<file path="config.mk">
export PLATFORM = sky130hd
export DESIGN_NAME = ringbuffer_uart_tx
export DESIGN_NICKNAME = d
export VERILOG_FILES = /design/src/rtl/ringbuffer_uart_tx.sv
export SDC_FILE = /design/constraint.sdc
export NUM_CORES = 1
export LEC_CHECK = 0
export ABC_AREA = 1
export ABC_CLOCK_PERIOD_IN_PS = 1800
export BUFFER_PORTS_ARGS = -buffer_cell sky130_fd_sc_hd__buf_2
export CORE_MARGIN = 2
export CORE_UTILIZATION = 56
export DETAILED_ROUTE_END_ITERATION = 10
export HOLD_SLACK_MARGIN = 0.02
export PLACE_DENSITY = 0.78
export SYNTH_ARGS = -nofsm -noshare
export SYNTH_HDL_FRONTEND = slang
export SYNTH_SLANG_ARGS = --single-unit
</file>
<file path="constraint.sdc">
create_clock -name clk -period 1.8 [get_ports clk]
set_clock_uncertainty 0.05 [all_clocks]
set_input_delay 0.18 -clock clk [delete_from_list [all_inputs] [get_ports clk]]
set_output_delay 0.18 -clock clk [all_outputs]
set_load 0.03 [all_outputs]
</file>
<file path="src/rtl/ringbuffer_uart_tx.sv">
// ringbuffer_uart_tx: pops bytes from a 4-deep ring buffer read port and
// serializes each as an async frame: start, data LSB-first, optional even
// parity, then STOP_BITS stop bits.
// Ports:
//   clk, rst_n           clock, async active-low reset
//   enable               permits starting new frames
//   fifo_empty/fifo_data ring buffer empty flag and data_out
//   fifo_rd_en           one-cycle pop request (registered)
//   tx                   serial line, idles high (registered)
//   busy                 high from pop request through last stop bit
//   frame_done           one-cycle pulse after the last stop bit
module ringbuffer_uart_tx #(
  parameter int unsigned DATA_WIDTH   = 8,
  parameter int unsigned CLKS_PER_BIT = 16,
  parameter int unsigned PARITY_EN    = 0,
  parameter int unsigned STOP_BITS    = 1
) (
  input  logic                  clk,
  input  logic                  rst_n,
  input  logic                  enable,
  input  logic                  fifo_empty,
  input  logic [DATA_WIDTH-1:0] fifo_data,
  output logic                  fifo_rd_en,
  output logic                  tx,
  output logic                  busy,
  output logic                  frame_done
);

  localparam int unsigned BAUD_W = $clog2(CLKS_PER_BIT);
  localparam int unsigned BIT_W  = $clog2(DATA_WIDTH + 1);

  localparam logic [BAUD_W-1:0] BAUD_LAST = BAUD_W'(CLKS_PER_BIT - 1);
  localparam logic [BIT_W-1:0]  DATA_LAST = BIT_W'(DATA_WIDTH - 1);
  localparam logic [BIT_W-1:0]  STOP_LAST = BIT_W'(STOP_BITS - 1);

  typedef enum logic [2:0] {
    IDLE   = 3'd0,
    REQ    = 3'd1,
    LOAD   = 3'd2,
    START  = 3'd3,
    DATA   = 3'd4,
    PARITY = 3'd5,
    STOP   = 3'd6
  } state_t;

  state_t                state;
  logic [BAUD_W-1:0]     baud_cnt;
  logic [BIT_W-1:0]      bit_cnt;
  logic [DATA_WIDTH-1:0] shift_reg;
  logic                  parity_bit;

  logic                  baud_done;
  logic [DATA_WIDTH-1:0] shift_nxt;

  assign baud_done = (baud_cnt == BAUD_LAST);
  assign shift_nxt = shift_reg >> 1;

  // tx is updated on the same edge as the state so the line changes exactly
  // at each bit boundary; the next bit is taken from the pre-shifted value.
  always_ff @(posedge clk or negedge rst_n) begin
    if (!rst_n) begin
      state      <= IDLE;
      baud_cnt   <= '0;
      bit_cnt    <= '0;
      shift_reg  <= '0;
      parity_bit <= 1'b0;
      fifo_rd_en <= 1'b0;
      tx         <= 1'b1;
      busy       <= 1'b0;
      frame_done <= 1'b0;
    end else begin
      fifo_rd_en <= 1'b0;
      frame_done <= 1'b0;
      case (state)
        IDLE: begin
          tx <= 1'b1;
          if (enable && !fifo_empty) begin
            state      <= REQ;
            fifo_rd_en <= 1'b1;
            busy       <= 1'b1;
          end
        end
        // ring buffer presents the popped word at the end of this cycle
        REQ: state <= LOAD;
        LOAD: begin
          shift_reg  <= fifo_data;
          parity_bit <= ^fifo_data;
          bit_cnt    <= '0;
          baud_cnt   <= '0;
          tx         <= 1'b0;
          state      <= START;
        end
        START: begin
          if (baud_done) begin
            baud_cnt <= '0;
            tx       <= shift_reg[0];
            state    <= DATA;
          end else begin
            baud_cnt <= baud_cnt + 1'b1;
          end
        end
        DATA: begin
          if (baud_done) begin
            baud_cnt  <= '0;
            shift_reg <= shift_nxt;
            if (bit_cnt == DATA_LAST) begin
              bit_cnt <= '0;
              if (PARITY_EN != 0) begin
                tx    <= parity_bit;
                state <= PARITY;
              end else begin
                tx    <= 1'b1;
                state <= STOP;
              end
            end else begin
              bit_cnt <= bit_cnt + 1'b1;
              tx      <= shift_nxt[0];
            end
          end else begin
            baud_cnt <= baud_cnt + 1'b1;
          end
        end
        PARITY: begin
          if (baud_done) begin
            baud_cnt <= '0;
            tx       <= 1'b1;
            state    <= STOP;
          end else begin
            baud_cnt <= baud_cnt + 1'b1;
          end
        end
        // bit_cnt is reused to count stop-bit periods
        STOP: begin
          tx <= 1'b1;
          if (baud_done) begin
            baud_cnt <= '0;
            if (bit_cnt == STOP_LAST) begin
              bit_cnt    <= '0;
              busy       <= 1'b0;
              frame_done <= 1'b1;
              state      <= IDLE;
            end else begin
              bit_cnt <= bit_cnt + 1'b1;
            end
          end else begin
            baud_cnt <= baud_cnt + 1'b1;
          end
        end
        default: begin
          state <= IDLE;
          tx    <= 1'b1;
          busy  <= 1'b0;
        end
      endcase
    end
  end

endmodule

</file>
==> results of run 1 <==
where the power goes:
group / switching, W / total (W) / internal (W)
logic: 0.0000298 / 0.0000499 / 0.0000201
registers: 0.00000373 / 0.000531 / 0.000528
clock network: 0.000163 / 0.000250 / 0.0000869
cells in the mapped netlist:
| library cell | number |
|---|---|
| a21oi_2 | 1 |
| nand2_1 | 45 |
| ha_1 | 3 |
| o21ai_2 | 1 |
| nor2_2 | 1 |
| xor2_1 | 2 |
| nor3_1 | 2 |
| nor2_4 | 1 |
| o21a_1 | 1 |
| dfrtp_1 | 22 |
| o21ai_4 | 1 |
| buf_2 | 1 |
| nand2_2 | 2 |
| inv_2 | 2 |
| o211ai_1 | 5 |
| o22ai_1 | 1 |
| buf_6 | 1 |
| nand4_1 | 1 |
| nand3_1 | 21 |
| buf_4 | 1 |
| nand3_2 | 1 |
| inv_1 | 20 |
| nor2_1 | 16 |
| dfstp_2 | 1 |
| or2_2 | 1 |
| o21ai_1 | 2 |
| o21ai_0 | 13 |
kinds of logic after synthesis:
group                      count (synthesis)  share of synthesized area
adders and majority gates                  3                     0.0290
AOI/OAI and AO/OA                         25                      0.124
and+or+nand+nor                           91                      0.306
xor gates and xnor gates                   2                     0.0135
buffers and inverters                     25                     0.0821
DFF                                       23                      0.445
final cells by class:
cell class | instances | area, µm² | share of cell area
Multi-Input combinational cell | 121 | 612 | 0.429
Sequential cell | 23 | 577 | 0.405
Timing Repair Buffer | 17 | 92.6 | 0.0650
Inverter | 22 | 82.6 | 0.0579
Tap cell | 28 | 35.0 | 0.0246
Clock buffer | 4 | 26.3 | 0.0184
through the flow:
step                      total power, W  area (µm²)   util
final                           0.000831        1430  0.650
after global routing            0.000857        1430  0.650
after CTS                       0.000836        1430  0.650
after detailed placement        0.000590        1390  0.634
after global placement          0.000588        1390  0.634
after floorplan                 0.000562        1290      -
path summary, 6_finish.rpt:
kind / startpoint / endpoint / cells past startpoint
hold / removal: fifo_data[7] / shift_reg[7] / 3
min in group asynchronous: rst_n / baud_cnt[1] / 2
setup reg to reg: baud_cnt[1] / shift_reg[0] / 5
setup / recovery: baud_cnt[1] / shift_reg[0] / 5
hold reg to reg: tx / tx / 2
max in group asynchronous: rst_n / tx / 2
metal layers:
| metal | share of wire | vias to the layer above | wire, µm | track usage |
|---|---|---|---|---|
| met5 | 0 | - | 0 | 0 |
| met4 | 0.019 | 0 | 50 | 0.0921 |
| met3 | 0.045 | 5 | 119 | 0.0345 |
| met2 | 0.48 | 35 | 1270 | 0.390 |
| met1 | 0.46 | 558 | 1220 | 0.284 |
| li1 | - | 581 | - | - |
worst max-delay path, delay by kind of cell, from the launching register on:
family / cells / cell delay, ns
simple gates: 2 / 0.34
flops: 1 / 0.40
fa+ha+maj: 1 / 0.22
compound gates: 2 / 0.52
==> impl_metrics.tcl, run 1 <==
set metrics [dict create \
    die_h_um 52.1 \
    final_common_cell "nand2_1" \
    cts_resized 0 \
    min_period_ns 1.64 \
    fin_crit_sh 0.912 \
    syn_to_final_growth_pct 10.0 \
    synth_area_per_cell_um2 7.66 \
    path_class "flip-flop to flip-flop" \
    required_ns 1.97 \
    cts_hold_buf 1 \
    syn-cell-area_um2 1290 \
    io_pins 16 \
    clk_pin_slew_ns 0.13 \
    hold_class "input pin to flip-flop" \
    route.detailed.drc 0 \
    critPathArrivalTime_ns 1.81 \
    h-tree-depth 1 \
    first_pass_iters 4 \
    antenna_found_initial 0 \
    grt_pass1_vias 1085 \
    fin_nets 203 \
    synthesis.nets 184 \
    cts_made_buffers 3 \
    grt_max_degree 24 \
    grt_use_total 0.228 \
    power.density_nw_per_um2 583 \
    whs_ns 0.0615 \
    routed_wl_mm 2.66 \
    critPathLaunchType "flip-flop" \
    path_cells "ha_1 -> nand3_2 -> o21ai_4 -> nand3_1 -> o21a_1" \
    rsz0062_at_grt "false" \
    wl_per_cell_um 12.4 \
    finalSetupViolCount 0 \
    ctsLongestPathBuffers 2 \
    grt_remaining_overflow 0 \
    die_w_um 52.1 \
    final_cell_mix "nand2_1, dfrtp_1, nand3_1" \
    fmax_mhz 609 \
    core_um2 2190 \
    vias 1179 \
    io_buffers 15 \
    ant_nets 0 \
    ys_types 27 \
    final.setup.tns_ns 0 \
    yosys.area.top_type "dfrtp_1" \
    clock-sinks 23 \
    largest_reg_flops 8 \
    maxCapViolCount 0 \
    clk-insertion-delay-late_ns 0.32 \
    slew-limit-headroom 0.645 \
    start_util 0.591 \
    ys_seq_elements 23 \
    nFillCells 195 \
    slew_viol_final 0 \
    layout.cells.non_filler 215 \
    cpPeakStageDelay_ns 0.40 \
    hold_viol_final 0 \
    path_max_fanout 15 \
    die-area_um2 2710 \
    pre_cts_slack_ns 0.178 \
    drtIter0Drc 21 \
    critPathSlowestCell "dfrtp_1" \
    synth_seq_area_share 0.445 \
    final.setup.worst_slack_ns 0.159 \
    place_inst 210 \
    vdd_drop_max_uv 453 \
    drive_gt1_frac 0.166 \
    cts-root-buf "clkbuf_4" \
    vias_per_cell 5.48 \
    dpl.hpwl_mm 1.98 \
    synth_top_area_share 0.425 \
    place_congestion 0.916 \
    tightest_slew_ns 0.533 \
    post_cts_buffers 0 \
    rows 17 \
    end_kind "flip-flop" \
    p_leak_nw 0.772 \
    syn_inst 169 \
    r2r_setup_slack_ns 0.16 \
    grt_first_pass_wirelength_mm 4.55 \
    synthTopCellsByArea "dfrtp_1, nand2_1, nand3_1" \
    num_antenna_cells 0 \
    status "finished, final reports clean" \
    cts_tree "done" \
    ys_warn_count 0 \
]
Note: power is estimated with default switching activity, not from simulation.
==> run 2, diff against run 1 <==
Settings changed: RECOVER_POWER from default to 50.
==> run 2 against run 1 <==
- register-to-register slack barely moved
- critical path depth did not move
- combinational power fell by 0.8%
- via count did not move
- maximum frequency barely moved
- power barely moved
- clock power barely moved
- core utilization fell by 0.17 points
- critical path type unchanged
- largest power group unchanged
==> impl_metrics.tcl, run 2 (synthesized netlist as in run 1, its figures left out) <==
set metrics [dict create \
    startpoint "baud_cnt[1]" \
    post_cts_buffers 0 \
    die_w_um 52.1 \
    start_util 0.591 \
    critPathArrivalTime_ns 1.81 \
    p_leak_nw 0.760 \
    critPathSlowestCell "dfrtp_1" \
    final_common_cell "nand2_1" \
    vias 1179 \
    grt_pass1_vias 1085 \
    grt_max_degree 24 \
    pre_cts_slack_ns 0.178 \
    io_buffers 15 \
    min_period_ns 1.64 \
    r2r-start "baud_cnt[1]" \
    vdd_drop_max_uv 454 \
    cts_resized 0 \
    required_ns 1.97 \
    clk_pin_slew_ns 0.13 \
    route.detailed.drc 0 \
    num_antenna_cells 0 \
    final_cell_mix "nand2_1, dfrtp_1, nand3_1" \
    slew-limit-headroom 0.154 \
    path_class "flip-flop to flip-flop" \
    routed_wl_mm 2.67 \
    wl_per_cell_um 12.4 \
    cts_hold_buf 1 \
    antenna_found_initial 0 \
    path_cells "ha_1 -> nand3_2 -> o21ai_4 -> nand3_1 -> o21a_1" \
    drtIter0Drc 21 \
    finalSetupViolCount 0 \
    whs_ns 0.0623 \
    ctsLongestPathBuffers 2 \
    fin_crit_sh 0.912 \
    tightest_slew_ns 1.27 \
    first_pass_iters 4 \
    final.setup.tns_ns 0 \
    place_congestion 0.916 \
    grt_remaining_overflow 0 \
    critPathLaunchType "flip-flop" \
    core_um2 2190 \
    cts_tree "done" \
    hold_viol_final 0 \
    cpPeakStageDelay_ns 0.40 \
    h-tree-depth 1 \
    io_pins 16 \
    nFillCells 196 \
    ant_nets 0 \
    die-area_um2 2710 \
    clk-insertion-delay-late_ns 0.32 \
    fin_nets 203 \
    grt_first_pass_wirelength_mm 4.55 \
    worstHoldStart "fifo_data[7]" \
    maxCapViolCount 0 \
    slew_viol_final 0 \
    final.setup.worst_slack_ns 0.158 \
    end_kind "flip-flop" \
    grt_use_total 0.228 \
    path_max_fanout 15 \
    rows 17 \
    clock-sinks 23 \
    place_inst 210 \
    cts_made_buffers 3 \
    drive_gt1_frac 0.150 \
    largest_reg_flops 8 \
    vias_per_cell 5.48 \
    cts-root-buf "clkbuf_4" \
    status "finished, final reports clean" \
    dpl.hpwl_mm 1.98 \
    die_h_um 52.1 \
    rsz0062_at_grt "false" \
    syn_to_final_growth_pct 9.76 \
    fmax_mhz 609 \
    power.density_nw_per_um2 584 \
    layout.cells.non_filler 215 \
    hold_class "input pin to flip-flop" \
]
==> run 2: cell count changes in the layout (fill, tap and decap cells not counted), sizes merged <==
cell	before	now
buf	16	13
clkbuf	4	7
==> run 2: per-stage QoR <==
stage,instance area [µm²],utilization,total power [W]
final,1420,0.649,0.000831
after global routing,1420,0.649,0.000857
after CTS,1430,0.650,0.000836
after detailed placement,1390,0.634,0.000590
after global placement,1390,0.634,0.000588
after floorplan,1290,-,0.000562
==> run 2: path summary, 6_finish.rpt <==
path,endpoint,slack (ns),cells after the start
setup / recovery,shift_reg[0],0.16,5
hold / removal,shift_reg[7],0.06,3
hold reg to reg,tx,0.42,2
max in group asynchronous,baud_cnt[0],0.35,2
setup reg to reg,shift_reg[0],0.16,5
min in group asynchronous,baud_cnt[1],0.59,2
==> run 2: area by class of cell <==
| class | count | area (µm²) | share of cell area |
|---|---|---|---|
| inverter | 22 | 82.6 | 0.0581 |
| multi-input combinational | 121 | 612 | 0.430 |
| timing repair buffer | 17 | 88.8 | 0.0625 |
| tap | 28 | 35.0 | 0.0246 |
| clock buffer | 4 | 26.3 | 0.0185 |
| sequential | 23 | 577 | 0.406 |
==> run 2: where the power goes <==
group	internal (W)	switching [W]
clock network	0.0000868	0.000163
logic	0.0000198	0.0000298
registers	0.000528	0.00000373
total	0.000634	0.000197
==> run 2: worst max-delay path: cells and delay by family (launching register included) <==
kind / cells / cell delay, ns
flip-flops: 1 / 0.40
AND/OR/NAND/NOR: 2 / 0.34
adder cells (fa/ha/maj): 1 / 0.22
AO/OA/AOI/OAI: 2 / 0.52
==> run 2: layer usage <==
metal | part of all wire | up-vias | track usage | routed length [µm]
li1 | - | 580 | - | -
met1 | 0.45 | 555 | 0.284 | 1210
met2 | 0.47 | 39 | 0.390 | 1270
met3 | 0.053 | 5 | 0.0345 | 141
met4 | 0.017 | 0 | 0.0921 | 46
met5 | 0 | - | 0 | 0
==> run 3, diff against run 2 <==
Settings changed: PLACE_DENSITY 0.78 to 0.77.
==> run 3 against run 2 <==
- register-to-register slack better by 0.03 ns
- routed wire length down 11%
- worst hold slack worse by 0.014 ns
- sequential power about the same
- critical path depth unchanged
- die area unchanged
- global-route usage down 1.6 points
==> impl_metrics.tcl, run 3 (synthesized netlist as in run 1, its figures left out) <==
set metrics [dict create \
    pre_cts_slack_ns 0.212 \
    clk-insertion-delay-late_ns 0.32 \
    dpl.hpwl_mm 1.79 \
    routed_wl_mm 2.38 \
    rows 17 \
    first_pass_iters 4 \
    layout.cells.non_filler 215 \
    slew_viol_final 0 \
    io_pins 16 \
    grt_use_met2 0.327 \
    power.share.sequential 0.646 \
    wl_per_cell_um 11.1 \
    status "finished, final reports clean" \
    final_common_cell "nand2_1" \
    ctsLongestPathBuffers 2 \
    final.setup.worst_slack_ns 0.192 \
    hold_class "input pin to flip-flop" \
    path_class "flip-flop to flip-flop" \
    die_h_um 52.1 \
    grt_max_degree 24 \
    drive_gt1_frac 0.155 \
    intPower_w 0.000630 \
    clk_pin_slew_ns 0.13 \
    cts_hold_buf 1 \
    whs_ns 0.0479 \
    clock-sinks 23 \
    grt_first_pass_wirelength_mm 4.31 \
    end_kind "flip-flop" \
    worstHoldStart "fifo_data[7]" \
    maxCapViolCount 0 \
    worstHoldEndpoint "shift_reg[7]" \
    ant_nets 0 \
    cts-root-buf "clkbuf_4" \
    rsz0062_at_grt "false" \
    hold_depth 3 \
    critPathSlowestCell "dfrtp_1" \
    critPathArrivalTime_ns 1.79 \
    path_max_fanout 15 \
    fin_nets 203 \
    grt_pass1_vias 1019 \
    largest_reg_flops 8 \
    place_inst 210 \
    drtIter0Drc 47 \
    final_area_um2 1420 \
    vdd_drop_max_uv 386 \
    final.setup.tns_ns 0 \
    power.density_nw_per_um2 578 \
    cpPeakStageDelay_ns 0.41 \
    grt_remaining_overflow 0 \
    critPathLaunchType "flip-flop" \
    netSwitchingPower_w 0.000192 \
    placedInstanceArea_um2 1390 \
    met1_usage 0.303 \
    fmax_mhz 622 \
    syn_to_final_growth_pct 9.85 \
    switching_share 0.233 \
    die-area_um2 2710 \
    vias 1122 \
    r2r_setup_slack_ns 0.19 \
    die_w_um 52.1 \
    cts_tree "done" \
    route.detailed.drc 0 \
    num_antenna_cells 0 \
    required_ns 1.98 \
    post_cts_buffers 0 \
    r2r-end "shift_reg[0]" \
    io_buffers 15 \
    core_um2 2190 \
    cts_resized 0 \
    tightest_slew_ns 1.18 \
    antenna_found_initial 0 \
    final_cell_mix "nand2_1, dfrtp_1, nand3_1" \
    min_period_ns 1.61 \
    vias_per_cell 5.22 \
    grt_use_total 0.212 \
    slew-limit-headroom 0.212 \
    r2r-start "baud_cnt[0]" \
    start_util 0.591 \
    p_leak_nw 0.763 \
    finalSetupViolCount 0 \
    busiest_layer "met2" \
    path_cells "ha_1 -> nand3_2 -> o21ai_4 -> nand3_1 -> o21a_1" \
    h-tree-depth 1 \
    p_clk_frac 0.295 \
    hold_viol_final 0 \
    reg2regPathDepth 5 \
    combPwrFrac 0.059 \
    fin_crit_sh 0.893 \
    cts_made_buffers 3 \
    place_congestion 0.861 \
    grt_use_met3 0.0259 \
]
==> run 3: cell count changes in the layout (fill, tap and decap cells not counted), sizes merged <==
cell and change:
clkbuf -1, clkinv +1
==> run 3: area by class of cell <==
class	count	area [µm²]
clock buffer	3	22.5
clock inverter	1	5.00
fill	187	768
inverter	22	82.6
multi-input combinational	121	612
sequential	23	577
tap	28	35.0
timing repair buffer	17	88.8
==> run 3: critical path, delay by kind of cell, from the launching register on <==
| kind | cells | cell delay (ns) |
|---|---|---|
| simple gates | 2 | 0.33 |
| compound gates | 2 | 0.51 |
| flops | 1 | 0.41 |
| fa+ha+maj | 1 | 0.21 |
==> run 3: worst max-delay path by stage <==
| stage | start | to | slack [ns] | cells past startpoint |
|---|---|---|---|---|
| 2_1_floorplan | baud_cnt[0] | shift_reg[5] | 0.44 | 6 |
| 5_1_grt | baud_cnt[0] | shift_reg[4] | 0.02 | 5 |
| 4_1_cts | baud_cnt[0] | shift_reg[0] | 0.19 | 5 |
| 3_5_place_dp | baud_cnt[0] | shift_reg[0] | 0.21 | 5 |
| 6_report | baud_cnt[0] | shift_reg[0] | 0.19 | 5 |
| 3_3_place_gp | baud_cnt[0] | shift_reg[0] | 0.29 | 5 |
==> run 3: routing by layer <==
layer,vias up,wire length (µm)
li1,579,-
met1,514,1170
met4,0,28
met3,4,97
met2,25,1090
met5,-,0
==> run 3: through the flow <==
step | total power [W] | utilization
finish | 0.000822 | 0.649
global route | 0.000857 | 0.649
CTS | 0.000828 | 0.651
detailed placement | 0.000589 | 0.634
global placement | 0.000588 | 0.634
floorplan | 0.000562 | -
==> run 3: power by group through the flow <==
stage / clock network [W] / registers, W / logic [W]
6_report: 0.000242 / 0.000531 / 0.0000483
5_1_grt: 0.000267 / 0.000533 / 0.0000575
4_1_cts: 0.000247 / 0.000531 / 0.0000501
3_5_place_dp: 0 / 0.000541 / 0.0000481
3_3_place_gp: 0 / 0.000541 / 0.0000470
2_1_floorplan: 0 / 0.000545 / 0.0000168
